[config.mk]
export PLATFORM = sky130hd
export DESIGN_NAME = pipeline_stall_ctrl
export DESIGN_NICKNAME = d
export VERILOG_FILES = /design/src/rtl/pipeline_stall_ctrl_pkg.sv /design/src/rtl/pipeline_stall_ctrl_perf_counter.sv /design/src/rtl/pipeline_stall_ctrl.sv
export SDC_FILE = /design/constraint.sdc
export NUM_CORES = 1
export LEC_CHECK = 0
export CORE_MARGIN = 3
export CORE_UTILIZATION = 38
export CTS_CLUSTER_SIZE = 10
export DETAILED_ROUTE_END_ITERATION = 12
export GPL_TIMING_DRIVEN = 0
export HOLD_SLACK_MARGIN = 0.03
export PLACE_DENSITY = 0.63
export SLEW_MARGIN = 20
export SYNTH_ARGS = -nofsm -noshare
export SYNTH_HDL_FRONTEND = slang
export SYNTH_HIERARCHICAL = 1
export SYNTH_SLANG_ARGS = --single-unit
export TNS_END_PERCENT = 100
[constraint.sdc]
create_clock -name clk -period 3.66 [get_ports clk]
set_input_delay 0.915 -clock clk [delete_from_list [all_inputs] [get_ports clk]]
set_output_delay 0.915 -clock clk [all_outputs]
set_load 0.03 [all_outputs]
[src/rtl/pipeline_stall_ctrl_pkg.sv]
// Shared definitions for the pipeline stall/flush controller: FSM encodings
// and the halt-drain defaults.
package pipeline_stall_ctrl_pkg;

  typedef enum logic [1:0] {
    ST_RUN    = 2'd0,
    ST_DRAIN  = 2'd1,
    ST_HALTED = 2'd2
  } state_e;

  // EX, MEM and WB must retire the halting ecall before the core reports halted.
  localparam int DRAIN_CYCLES_DEF = 3;
  // a7 (x17) value that marks the terminating ecall.
  localparam int HALT_ECALL_X17   = 10;

endpackage

[src/rtl/pipeline_stall_ctrl_perf_counter.sv]
// Free-running performance counter with synchronous active-low clear and
// increment enable; wraps modulo 2^CNT_W.
module pipeline_stall_ctrl_perf_counter #(
  parameter int CNT_W = 32
) (
  input  logic             clk,
  input  logic             i_clr_n,
  input  logic             i_inc,
  output logic [CNT_W-1:0] o_count
);

  logic [CNT_W-1:0] r_count;

  // NOTE: sequential state uses non-blocking assignments so every flop samples pre-edge values.
  always_ff @(posedge clk) begin
    if (!i_clr_n) begin
      r_count <= '0;
    end else if (i_inc) begin
      r_count <= r_count + CNT_W'(1);
    end
  end

  assign o_count = r_count;

endmodule

[src/rtl/pipeline_stall_ctrl.sv]
// Stall/flush responder for the 5-stage pipeline: arbitrates D-cache stalls,
// mispredict flushes, load-use bubbles, I-cache misses and the halt drain.
module pipeline_stall_ctrl
  import pipeline_stall_ctrl_pkg::*;
#(
  parameter int DRAIN_CYCLES = DRAIN_CYCLES_DEF,
  parameter int CNT_W        = 32
) (
  input  logic             clk,
  input  logic             reset_n,
  input  logic             is_hazard,
  input  logic             ex_mispredict,
  input  logic             is_halt_id,
  input  logic             icache_ready,
  input  logic             dcache_ready,
  output logic             pc_write,
  output logic             if_id_write,
  output logic             if_id_flush,
  output logic             id_ex_flush,
  output logic             pipe_hold,
  output logic             is_halted,
  output logic [CNT_W-1:0] stall_cycles,
  output logic [CNT_W-1:0] flush_events
);

  localparam int DRAIN_W = (DRAIN_CYCLES > 2) ? $clog2(DRAIN_CYCLES) : 1;

  state_e             r_state;
  state_e             w_next_state;
  logic [DRAIN_W-1:0] r_drain_cnt;
  logic [DRAIN_W-1:0] w_next_drain_cnt;
  logic               r_is_halted;
  logic               w_flush_inc;
  logic               w_stall_inc;

  always_comb begin
    // NOTE: all outputs get a default first so no branch of the case infers a latch.
    pc_write         = 1'b0;
    if_id_write      = 1'b0;
    if_id_flush      = 1'b0;
    id_ex_flush      = 1'b0;
    pipe_hold        = 1'b0;
    w_flush_inc      = 1'b0;
    w_next_state     = r_state;
    w_next_drain_cnt = r_drain_cnt;

    if (!reset_n) begin
      // Keep NOPs/bubbles flowing while reset is held.
      if_id_flush = 1'b1;
      id_ex_flush = 1'b1;
    end else begin
      case (r_state)
        ST_RUN: begin
          if (!dcache_ready) begin
            // EX is frozen too, so a pending mispredict is re-presented later.
            pipe_hold = 1'b1;
          end else if (ex_mispredict) begin
            pc_write    = 1'b1;
            if_id_write = 1'b1;
            if_id_flush = 1'b1;
            id_ex_flush = 1'b1;
            w_flush_inc = 1'b1;
          end else if (is_hazard) begin
            id_ex_flush = 1'b1;
          end else if (is_halt_id) begin
            if_id_write      = 1'b1;
            if_id_flush      = 1'b1;
            w_next_state     = ST_DRAIN;
            w_next_drain_cnt = DRAIN_W'(DRAIN_CYCLES - 1);
          end else if (!icache_ready) begin
            if_id_write = 1'b1;
            if_id_flush = 1'b1;
          end else begin
            pc_write    = 1'b1;
            if_id_write = 1'b1;
          end
        end

        ST_DRAIN: begin
          if_id_write = 1'b1;
          if_id_flush = 1'b1;
          if (!dcache_ready) begin
            pipe_hold = 1'b1;
          end else if (r_drain_cnt == '0) begin
            w_next_state = ST_HALTED;
          end else begin
            w_next_drain_cnt = r_drain_cnt - DRAIN_W'(1);
          end
        end

        ST_HALTED: begin
          pipe_hold = 1'b1;
        end

        default: begin
          w_next_state = ST_RUN;
        end
      endcase
    end
  end

  always_ff @(posedge clk) begin
    if (!reset_n) begin
      r_state     <= ST_RUN;
      r_drain_cnt <= '0;
      r_is_halted <= 1'b0;
    end else begin
      r_state     <= w_next_state;
      r_drain_cnt <= w_next_drain_cnt;
      r_is_halted <= (w_next_state == ST_HALTED);
    end
  end

  assign is_halted   = r_is_halted;
  assign w_stall_inc = (r_state != ST_HALTED) && !pc_write;

  pipeline_stall_ctrl_perf_counter #(.CNT_W(CNT_W)) u_stall_cnt (
    .clk     (clk),
    .i_clr_n (reset_n),
    .i_inc   (w_stall_inc),
    .o_count (stall_cycles)
  );

  pipeline_stall_ctrl_perf_counter #(.CNT_W(CNT_W)) u_flush_cnt (
    .clk     (clk),
    .i_clr_n (reset_n),
    .i_inc   (w_flush_inc),
    .o_count (flush_events)
  );

endmodule

# [Word-level counts from Yosys, hierarchy flattened]
# Index checks and enable logic that the tools add are counted.
[op_classes] n_addsub=3 n_eq_ne=10 n_mux=46 n_reduce_logical=7
[ops] cell="adder 32 x 1 -> 32 bit, second input constant" n=2
[ops] cell="2-to-1 mux 1 bit" n=28
[ops] cell="2-to-1 mux 2 bit" n=13
[ops] cell="!= test 2 bit, second input constant" n=7
[ops] cell="AND reduction 7 bit" n=1
[ops] cell="one-hot mux 1 bit (2 select lines)" n=3
[ops] cell="one-hot mux 2 bit (3 select lines)" n=1
[ops] cell="== test 2 bit, second input constant" n=2
[ops] cell="zero test 2 bit" n=2
[ops] cell="one-hot mux 2 bit (2 select lines)" n=1
[ops] cell="== test 2 x 1 -> 1 bit, second input constant" n=1
[ops] cell="nonzero test 2 bit" n=1
[ops] cell="OR reduction 2 bit" n=1
[ops] cell="subtractor 2 x 1 -> 2 bit, second input constant" n=1
[ops] cell="logical AND 1 bit" n=1
[ops] cell="zero test 1 bit" n=1
[word_totals] reg_bits=69 inputBits=7 out_inout_bits=70 wordCells=71

# [Depth between registers and ports, before layout]
# Gate-level depths: netlist (run 1).
[depth] depth_word=9 mapped_depth=10 ltp_nobuf=7

# [By module]
# Netlist (run 1), hierarchy kept.
[by_module_without_submodules] mod="pipeline_stall_ctrl_perf_counter at u_flush_cnt" instances=1 cells_per_inst=176 area_per_inst_um2=1562.7 seq_area_each_um2=640.6
[by_module_without_submodules] mod="pipeline_stall_ctrl_perf_counter at u_stall_cnt" instances=1 cells_per_inst=175 area_per_inst_um2=1495.2 seq_area_each_um2=640.6
[by_module_without_submodules] mod="pipeline_stall_ctrl" instances=1 cells_per_inst=44 area_per_inst_um2=362.8 seq_area_each_um2=100.1

# [Worst setup path after synthesis (run 1)]
# Ideal clock, no wire load.
[synth_path] path_kind="input-to-output" start="in is_halt_id" end="out pc_write" t_arrival_ps=2206 required_time_ps=2745 slack_ps=539 cell_stages=3 path_buffers=0 path_cell_list="nand2b_1 -> o21ba_2 -> nor4_1"
[synth_via] elab_chain_cells=6
[synth_rtl] element="start: declaration" line_no="pipeline_stall_ctrl.sv:13" text="input logic is_halt_id,"
[synth_rtl] element="2-to-1 mux 1 bit" line_no="pipeline_stall_ctrl.sv:65" text="end else if (is_halt_id) begin"
[synth_rtl] element="2-to-1 mux 1 bit" line_no="pipeline_stall_ctrl.sv:63" text="end else if (is_hazard) begin"
[synth_rtl] element="2-to-1 mux 1 bit" line_no="pipeline_stall_ctrl.sv:57" text="end else if (ex_mispredict) begin"
[synth_rtl] element="2-to-1 mux 1 bit" line_no="pipeline_stall_ctrl.sv:54" text="if (!dcache_ready) begin"
[synth_rtl] element="2-to-1 mux 1 bit" line_no="pipeline_stall_ctrl.sv:52" text="case (r_state)"
[synth_rtl] element="2-to-1 mux 1 bit" line_no="pipeline_stall_ctrl.sv:47" text="if (!reset_n) begin"
[synth_rtl] element="end: declaration" line_no="pipeline_stall_ctrl.sv:16" text="output logic pc_write,"
# No other way between the ends.

# [Worst setup path in the final report (run 1)]
[layout_path] start="in dcache_ready" end="out pipe_hold"
[layout_via] elab_chain_cells=3
[layout_rtl] element="start: declaration" line_no="pipeline_stall_ctrl.sv:15" text="input logic dcache_ready,"
[layout_rtl] element="2-to-1 mux 1 bit" line_no="pipeline_stall_ctrl.sv:54, pipeline_stall_ctrl.sv:82"
[layout_rtl] element="one-hot mux 1 bit (2 select lines)" line_no="pipeline_stall_ctrl.sv:52"
[layout_rtl] element="2-to-1 mux 1 bit" line_no="pipeline_stall_ctrl.sv:47"
[layout_rtl] element="end: declaration" line_no="pipeline_stall_ctrl.sv:20" text="output logic pipe_hold,"
# No other way between the ends.

==> results.md, run 1 <==
* Slowest stage delay, CP at 0.69 ns
* Number of synthesized register bits at 69
* Multiplexer area fraction after synthesis at 1.46%
* HP Start: r_drain_cnt[0]
* Stages on the worst setup path at 5
* Synth Area in Compound Gates at 16.8%
* # clock sinks at 69
* Clock root buffer master: clkbuf_8
* Initial core utilization at 40.4%
* First-pass GRT wire length at 14.5 mm
* Fmax at 0.285 GHz
* Area Growth Syn to Fin at 32.4%
* Vias in the first global route at 2980
* DRC viols at 0
* Reg2Reg Capture Point: u_stall_cnt/o_count[30]
* Worst EP required at 2.74 ns
* Xor and xnor fraction of the mapped netlist area at 6.40%
* Crit path to: pipe_hold
* Hold bufs inserted after CTS at 0
* Slowest cell on crit path: clkdlybuf4s50_1
* Leak pwr at 1.48 nW
* Post-synth EDFFs at 0
* DRT iter0 DRCs at 139
* Antenna cells at 0
* Fill cells at 810
* Max FO, Critical Path at 9
* Crit-path most repeated cell: clkdlybuf4s50_1
* GR Overflow Total at 0
* Register area at 1380 um2
* Setup TNS at 0 ns
* Synth Area per Inst at 8.66 um2
* H-tree Lvls at 3
* Multi-input logic area at 1870 um2
* Simple-gate share of the synthesized area at 28.9%
* Cell family with most CP delay: buffers and inverters
* Critical path endpoint category: output pin
* Fraction of registers with async set/reset at 0%
* Main combinational cell family by area after synthesis: simple AND/OR/NAND/NOR gates
* Outcome: finished clean
* Die ar. at 10200 um2
* CTS tree: built
* Pins Over Slew Limit at 0
* Drt first pass iters at 4
* Bufs and invs on worst path at 2
* Layout Nets at 492
* Num CTS Buffers at 9
* Crit. Startpoint: dcache_ready
* Final Cycle Share at 96.0%
* Warnings from Yosys at 6
* Hold Fails Final Rpt at 0
* Initial antenna violation count at 0
* Total number of vias at 3301
* Post-Route WL at 8.71 mm
* Final ANT Viol Nets at 0
* Gr usage total at 17.2%
* RSZ-0062 raised after global routing: no
* Seq/Total Area, Yosys at 40.4%
* Min Tclk post-route at 3.51 ns
* Layout Skew at 0.0100 ns
* Clock buffer depth at 2
* Ports at 77
* Number of max-cap violations at 0
* Worst-Skew Late Latency at 0.33 ns
* Crit Path Category: in2out
* Overall power at 1.54 mW
* Post-synth top flop: dfxtp_1
* Die width at 101 um
* Hold Crit Class: reg2reg
* Dpl hpwl at 6.19 mm
* Die height at 101 um
* Share of cells above drive strength 1 at 6.78%
* Power Density at 341 nW/um2
* Final Wtd Congestion at 0.853
* Reg-to-reg slack, setup at 1.03 ns
* WL per Instance at 14.7 um
* Clock transition at path regs at 0.07 ns
* Critical Path AT at 2.60 ns
* Worst-Margin Slew at 0.543 ns
* FP Rows at 33
* Core area at 8460 um2
* Synth Instances at 395
* Crit start category: input pin
* Maximum vdd drop at 199 uV
* Reg2Reg Depth at 10
* Start of the worst register-to-register path: r_state[0]
* Cell Area, Synth at 3420 um2
* Slew HR at 63.8%
* Placed Cells at 576
* Setup Viol. Count Final at 0
* Synthesized-area fraction occupied by adder cells at 1.10%
* Sequence of cells on the critical path: clkdlybuf4s50_1 -> or2b_1 -> nand2_1 -> a21oi_1 -> clkdlybuf4s50_1
* Via-to-Cell Ratio at 5.58
* Post-synth cell types at 51
* Largest net degree at the start of global routing at 13
* Net Count, Synth at 405
* I/O Buffers at 76
* Final cell count without fillers at 592
[how the worst min path moves through the flow]
stage	to	slack, ns	depth (start not counted)
final	r_drain_cnt[0]	0.45	1
after global placement	r_drain_cnt[0]	0.43	1
after CTS	r_drain_cnt[0]	0.45	1
after detailed placement	r_drain_cnt[0]	0.45	1
after global routing	r_drain_cnt[0]	0.49	1
after floorplan	r_drain_cnt[0]	0.42	1
[cell usage after synthesis (3+ instances only)]
cell type	n	area share, %
or4_1	18	4.0
nand2_1	30	3.3
nor4_1	7	1.3
or3_1	10	1.8
nor2_1	29	3.2
clkbuf_1	15	1.6
o311ai_0	5	1.3
nand3_1	20	2.9
o21ai_0	11	1.6
inv_1	12	1.3
o41ai_1	7	1.8
nand2b_1	12	2.2
dfxtp_1	69	40
buf_2	4	0.59
a21oi_1	29	4.2
o31ai_1	16	3.5
and3_1	6	1.1
and4_1	7	1.8
nor3_1	3	0.44
xor2_1	16	4.1
xnor2_1	9	2.3
ha_1	3	1.1
nand4_1	19	3.5
mux2i_1	5	1.5
[timing repair]
item                       CTS  global route
gates cloned                 0             0
buffers inserted             0             0
setup endpoints to repair    2             1
resized for setup            2             1
[stage by stage]
step                      instance area, um2  setup slack [ns]  utilization [%]  hold slack [ns]
after global routing                    4530            0.0724             53.5            0.488
final                                   4530             0.148             53.5            0.451
after CTS                               4530            0.0346             53.5            0.454
after detailed placement                4310            -0.246             51.0            0.445
after floorplan                         3420             0.539                -            0.422
after global placement                  4310            -0.199             51.0            0.432
[cells by family (layout without fill, tap and decap cells)]
| kind of cell | after synthesis | count (layout) |
|---|---|---|
| AO/OA/AOI/OAI | 83 | 83 |
| AND/OR/NAND/NOR | 174 | 174 |
| multiplexers | 5 | 5 |
| XOR/XNOR | 25 | 25 |
| flip-flops | 69 | 69 |
| buffers and inverters | 36 | 128 |
| adder cells (fa/ha/maj) | 3 | 3 |
[final cells by class]
cell class	count	share of cell area, %
inverter	12	0.994
multi-input combinational	290	41.2
sequential	69	30.5
tap	105	2.90
timing repair buffer	76	16.8
clock buffer	11	2.90
buffer	24	2.79
clock inverter	5	1.88
[registers in the layout, summed over array words and instances, names as in the netlist]
name,cells
r_drain_cnt,2
r_state,2
u_flush_cnt/o_count,32
is_halted,1
u_stall_cnt/o_count,32
[cell usage in the layout, fill, tap and decap left out, drive strengths merged, types with 2 or more instances in the layout]
cell type / Yosys / layout
a21boi: 2 / 2
a21oi: 29 / 29
and3: 8 / 8
and4: 7 / 7
buf: 8 / 8
bufinv: 0 / 2
clkbuf: 16 / 27
clkdlybuf4s50: 0 / 73
clkinv: 0 / 2
dfxtp: 69 / 69
dlygate4sd2: 0 / 2
ha: 3 / 3
inv: 12 / 12
mux2i: 5 / 5
nand2: 30 / 30
nand2b: 12 / 12
nand3: 20 / 20
nand4: 21 / 21
nor2: 29 / 29
nor3: 3 / 3
nor4: 7 / 7
o21ai: 11 / 11
o311ai: 8 / 8
o31a: 2 / 2
o31ai: 16 / 16
o41ai: 8 / 8
or3: 10 / 10
or4: 19 / 19
xnor2: 9 / 9
xor2: 16 / 16
[metal layers]
metal  wire, um  track usage (%)  up-vias
met5          0                0        -
met3        444             4.50        6
li1           -                -     1649
met2       3990             26.7       78
met4         87             4.35        0
met1       4180             23.7     1568
[power breakdown]
group / switching (mW) / internal, mW
sequential: 0.00723 / 0.757
clock: 0.293 / 0.387
combinational: 0.0594 / 0.0398
total: 0.360 / 1.18
[worst reg2reg max path, cell delays in order, from the launching register on]
cell and delay, ns:
dfxtp_1 0.33, buf_6 0.13, inv_1 0.07, nand2_1 0.09, o31a_1 0.27, and4_1 0.22, clkbuf_1 0.24, nand4_1 0.40
clkbuf_1 0.37, o31ai_1 0.30, a21oi_1 0.09
Power figures use the tool's default switching activity.
==> inputs of run 2 (changes only) <==
Settings changed: CORE_UTILIZATION 38 to 45, PLACE_DENSITY 0.63 to 0.73.
==> results.md, run 2 (synthesized netlist as in run 1, its figures left out) <==
* Number of max-cap violations at 0
* Final ANT Viol Nets at 0
* Min Tclk post-route at 3.53 ns
* Die height at 93.2 um
* Gr usage total at 19.9%
* Setup Viol. Count Final at 0
* RSZ-0062 raised after global routing: no
* Slew HR at 62.1%
* Die width at 93.2 um
* Reg2Reg Depth at 9
* Layout Nets at 494
* FP Rows at 31
* Final Cycle Share at 96.5%
* HP Start: r_drain_cnt[0]
* Clock root buffer master: clkbuf_8
* WHS Path Cells at 1
* Hold bufs inserted after CTS at 0
* Fmax at 0.283 GHz
* Post-Route WL at 8.42 mm
* Most frequent cells in the layout: 73 x clkdlybuf4s50_1, 69 x dfxtp_1, 30 x nand2_1, 29 x nor2_1, 29 x a21oi_1
* Outcome: finished clean
* Setup TNS at 0 ns
* Vias in the first global route at 3010
* Hold EP: r_drain_cnt[0]
* Leak pwr at 1.50 nW
* Worst-Margin Slew at 0.568 ns
* DRT iter0 DRCs at 123
* Start of the worst register-to-register path: r_state[1]
* Antenna cells at 0
* Met2 usage in global routing at 30.9%
* Clock buffer depth at 2
* Num CTS Buffers at 9
* Dpl hpwl at 6.09 mm
* Critical Path AT at 2.62 ns
* First-pass GRT wire length at 14.2 mm
* Reg2Reg Capture Point: u_flush_cnt/o_count[31]
* Maximum vdd drop at 182 uV
* Util after Layout at 61.9%
* Total number of vias at 3280
* H-tree Lvls at 3
* Area Growth Syn to Fin at 32.7%
* Hold Fails Final Rpt at 0
* Die ar. at 8680 um2
* Final Wtd Congestion at 0.818
* Crit Path Category: in2out
* Layout Skew at 0.00775 ns
* Clock transition at path regs at 0.07 ns
* # clock sinks at 69
* Initial core utilization at 46.7%
* Reg-to-reg slack, setup at 1.12 ns
* Power Density at 337 nW/um2
* Hold Crit Class: reg2reg
* Share of cells above drive strength 1 at 7.17%
* Gr busiest metal: met2
* GR Overflow Total at 0
* Global routing met1 resource utilization at 28.1%
* Crit start category: input pin
* CTS tree: built
* Overall power at 1.53 mW
* Worst-Skew Late Latency at 0.33 ns
* WL per Instance at 14.3 um
* Placed Cells at 570
* Commonest non-fill, non-tap cell in the layout: clkdlybuf4s50_1
* Initial antenna violation count at 0
* Met3 global-route usage at 2.98%
* Ports at 77
* I/O Buffers at 76
* Core area at 7330 um2
* Critical path endpoint category: output pin
* Largest net degree at the start of global routing at 12
* DRC viols at 0
* Final cell count without fillers at 587
* Via-to-Cell Ratio at 5.59
* Max FO, Critical Path at 9
* Drt first pass iters at 4
* Pins Over Slew Limit at 0
* Worst EP required at 2.74 ns
-- run 2: cell types whose count changed in the layout (fill, tap and decap cells not counted), sizes merged --
cell	delta
buf	+2
dlygate4sd2	-1
dlymetal6s2s	+1
clkinv	-1
-- run 2: what timing repair did --
action,in CTS,in global routing
pin swaps,0,1
setup buffers,0,2
cloned,0,0
setup endpoints to repair,1,11
gates resized for setup,1,2
-- run 2: area by class of cell --
cell class              count  area (um2)
multi-input cells         290        1870
flip-flops and latches     69        1380
inverters                  12        45.0
clock buffers              11         141
plain buffers              24         126
repair buffers             78         779
well taps                  99         124
fillers                   640        2790
clock inverters             4        72.6
-- run 2: worst max-delay path by stage --
stage | from | to | slack, ns
floorplan | is_halt_id | pc_write | 0.54
global placement | reset_n | u_stall_cnt/o_count[24] | -0.19
detailed placement | reset_n | u_stall_cnt/o_count[24] | -0.22
CTS | reset_n | if_id_write | 0.006
global route | dcache_ready | pipe_hold | 0.05
finish | dcache_ready | pipe_hold | 0.13
-- run 2: per-layer routing --
| metal | share of wire, % | up-vias |
|---|---|---|
| met5 | 0 | - |
| met1 | 48 | 1533 |
| met2 | 47 | 82 |
| met3 | 4.3 | 5 |
| li1 | - | 1660 |
| met4 | 1.0 | 0 |
-- run 2: power breakdown --
group	leakage (nW)	switching (mW)	internal [mW]
Clock	0.105	0.268	0.398
Combinational	0.841	0.0601	0.0402
Sequential	0.556	0.00694	0.757
Total	1.50	0.335	1.20
-- run 2: stage by stage --
stage	hold WS [ns]	worst slack, ns	instance area, um2
after floorplan	0.422	0.539	3420
after global placement	0.430	-0.193	4310
after detailed placement	0.451	-0.222	4310
after CTS	0.461	0.00568	4520
after global routing	0.483	0.0489	4540
final	0.457	0.127	4540
-- run 2: worst max-delay path, stage by stage --
cell and delay, ns:
clkdlybuf4s50_1 0.55, or2b_1 0.29, nand2_1 0.07, a21oi_1 0.12, clkdlybuf4s50_1 0.68
==> inputs of run 3 (changes only) <==
Settings changed: CORE_MARGIN 3 to default, PLACE_DENSITY 0.73 to 0.76.
Clock period 3.66 ns to 2.9 ns, I/O delays scaled along.
==> results.md, run 3 (synthesized netlist as in run 1, its figures left out) <==
* Leak pwr at 1.49 nW
* Hold Crit Class: reg2reg
* Clock root buffer master: clkbuf_8
* Layout Nets at 496
* Most frequent cells in the layout: 69 x dfxtp_1, 68 x clkdlybuf4s50_1, 30 x nand2_1, 29 x nor2_1, 26 x a21oi_1
* Vias in the first global route at 2944
* CTS tree: built
* WL per Instance at 14.2 um
* Drt first pass iters at 5
* Final ANT Viol Nets at 0
* Clock power share at 38.6%
* Hold Fails Final Rpt at 0
* Die width at 89.2 um
* DRT iter0 DRCs at 236
* Worst-Margin Slew at 0.602 ns
* Crit Path Category: in2reg
* Antenna cells at 0
* WHS Path Cells at 1
* Setup Viol. Count Final at 0
* Maximum vdd drop at 246 uV
* Switching part of the total at 26.2%
* Initial antenna violation count at 0
* Hold EP: r_drain_cnt[0]
* Min Tclk post-route at 2.81 ns
* Dpl hpwl at 5.95 mm
* Start of the worst register-to-register path: r_state[1]
* Largest net degree at the start of global routing at 14
* Reg-to-reg slack, setup at 0.51 ns
* Num CTS Buffers at 9
* Core area at 7290 um2
* Ports at 77
* Crit start category: input pin
* I/O Buffers at 76
* Outcome: finished clean
* Die height at 89.2 um
* First-pass GRT wire length at 13.9 mm
* # clock sinks at 69
* Reg power frac at 54.2%
* Clock transition at path regs at 0.07 ns
* Slew HR at 59.9%
* Reg2Reg Capture Point: u_flush_cnt/o_count[28]
* Final Wtd Congestion at 0.837
* Total number of vias at 3317
* Area Growth Syn to Fin at 33.1%
* Critical path endpoint category: register
* Clock buffer depth at 2
* Util after Layout at 62.4%
* Register area at 1380 um2
* Die ar. at 7950 um2
* Initial core utilization at 46.9%
* Hold slack final at 0.454 ns
* Post-Route WL at 8.39 mm
* Worst EP required at 3.11 ns
* Worst-Skew Late Latency at 0.35 ns
* Via-to-Cell Ratio at 5.62
* Number of max-cap violations at 0
* FP Rows at 31
* Reg2Reg Depth at 10
* Fmax at 0.356 GHz
* Multi-input logic area at 1900 um2
* Combinational power share at 7.2%
* Int Power at 1.32 mW
* P_sw at 467 uW
* Critical Path AT at 3.02 ns
* HP Start: r_drain_cnt[0]
* DRC viols at 0
* H-tree Lvls at 3
* Commonest non-fill, non-tap cell in the layout: dfxtp_1
* RSZ-0062 raised after global routing: yes
* Hold bufs inserted after CTS at 0
* Max FO, Critical Path at 10
* Final Cycle Share at 96.8%
* Power Density at 392 nW/um2
* Layout Skew at 0.0153 ns
* Setup TNS at 0 ns
* Gr usage total at 22.0%
* Fill cells at 631
* Pins Over Slew Limit at 0
* GR Overflow Total at 0
* Overall power at 1.78 mW
* Share of cells above drive strength 1 at 10.6%
## run 3: metal layers
layer / up-vias / share of wire (%) / GRT usage (%)
met2: 96 / 47 / 33.3
li1: 1662 / - / -
met5: - / 0 / 0
met1: 1552 / 47 / 30.9
met4: 0 / 1.1 / 7.36
met3: 7 / 5.0 / 4.89
## run 3: worst max-delay path by stage
stage	start	endpoint	slack (ns)	depth (start not counted)
after detailed placement	reset_n	u_stall_cnt/o_count[24]	-0.67	10
final	is_halt_id	u_stall_cnt/o_count[29]	0.09	10
after floorplan	is_halt_id	pc_write	0.16	3
after global routing	is_halt_id	u_stall_cnt/o_count[29]	-0.02	9
after CTS	dcache_ready	if_id_flush	0.009	4
after global placement	reset_n	u_stall_cnt/o_count[28]	-0.67	10
## run 3: worst max-delay path, cell delays in order
cell	delay, ns
clkdlybuf4s50_1	0.49
nand2b_1	0.14
o21ba_2	0.14
o31a_1	0.22
nand4_4	0.14
or3_1	0.36
buf_2	0.18
clkbuf_2	0.21
o31ai_1	0.32
a21oi_2	0.08
## run 3: through the flow
| stage | cell area, um2 | cells | worst slack [ns] |
|---|---|---|---|
| 6_report | 4550 | 590 | 0.0917 |
| 3_3_place_gp | 4310 | 570 | -0.675 |
| 2_1_floorplan | 3420 | 395 | 0.159 |
| 4_1_cts | 4490 | 587 | 0.00869 |
| 5_1_grt | 4550 | 590 | -0.0158 |
| 3_5_place_dp | 4310 | 570 | -0.674 |
## run 3: layout make-up
cell class,count,area share (%)
tap,99,2.72
inverter,12,0.989
clock buffer,9,2.72
buffer,23,2.78
timing repair buffer,81,17.6
multi-input combinational,290,41.7
sequential,69,30.3
clock inverter,7,1.10
## run 3: repair_timing
item / 4_1_cts / 5_1_grt
buffers inserted: 2 / 3
gates resized for setup: 17 / 18
pin swaps: 1 / 2
endpoints found under the setup margin: 36 / 27
## run 3: power by group through the flow
stage	clock network (mW)	registers [mW]	logic (mW)
2_1_floorplan	0	0.999	0.0644
3_3_place_gp	0	0.986	0.126
3_5_place_dp	0	0.987	0.128
4_1_cts	0.708	0.965	0.127
5_1_grt	0.754	0.968	0.139
6_report	0.688	0.967	0.129
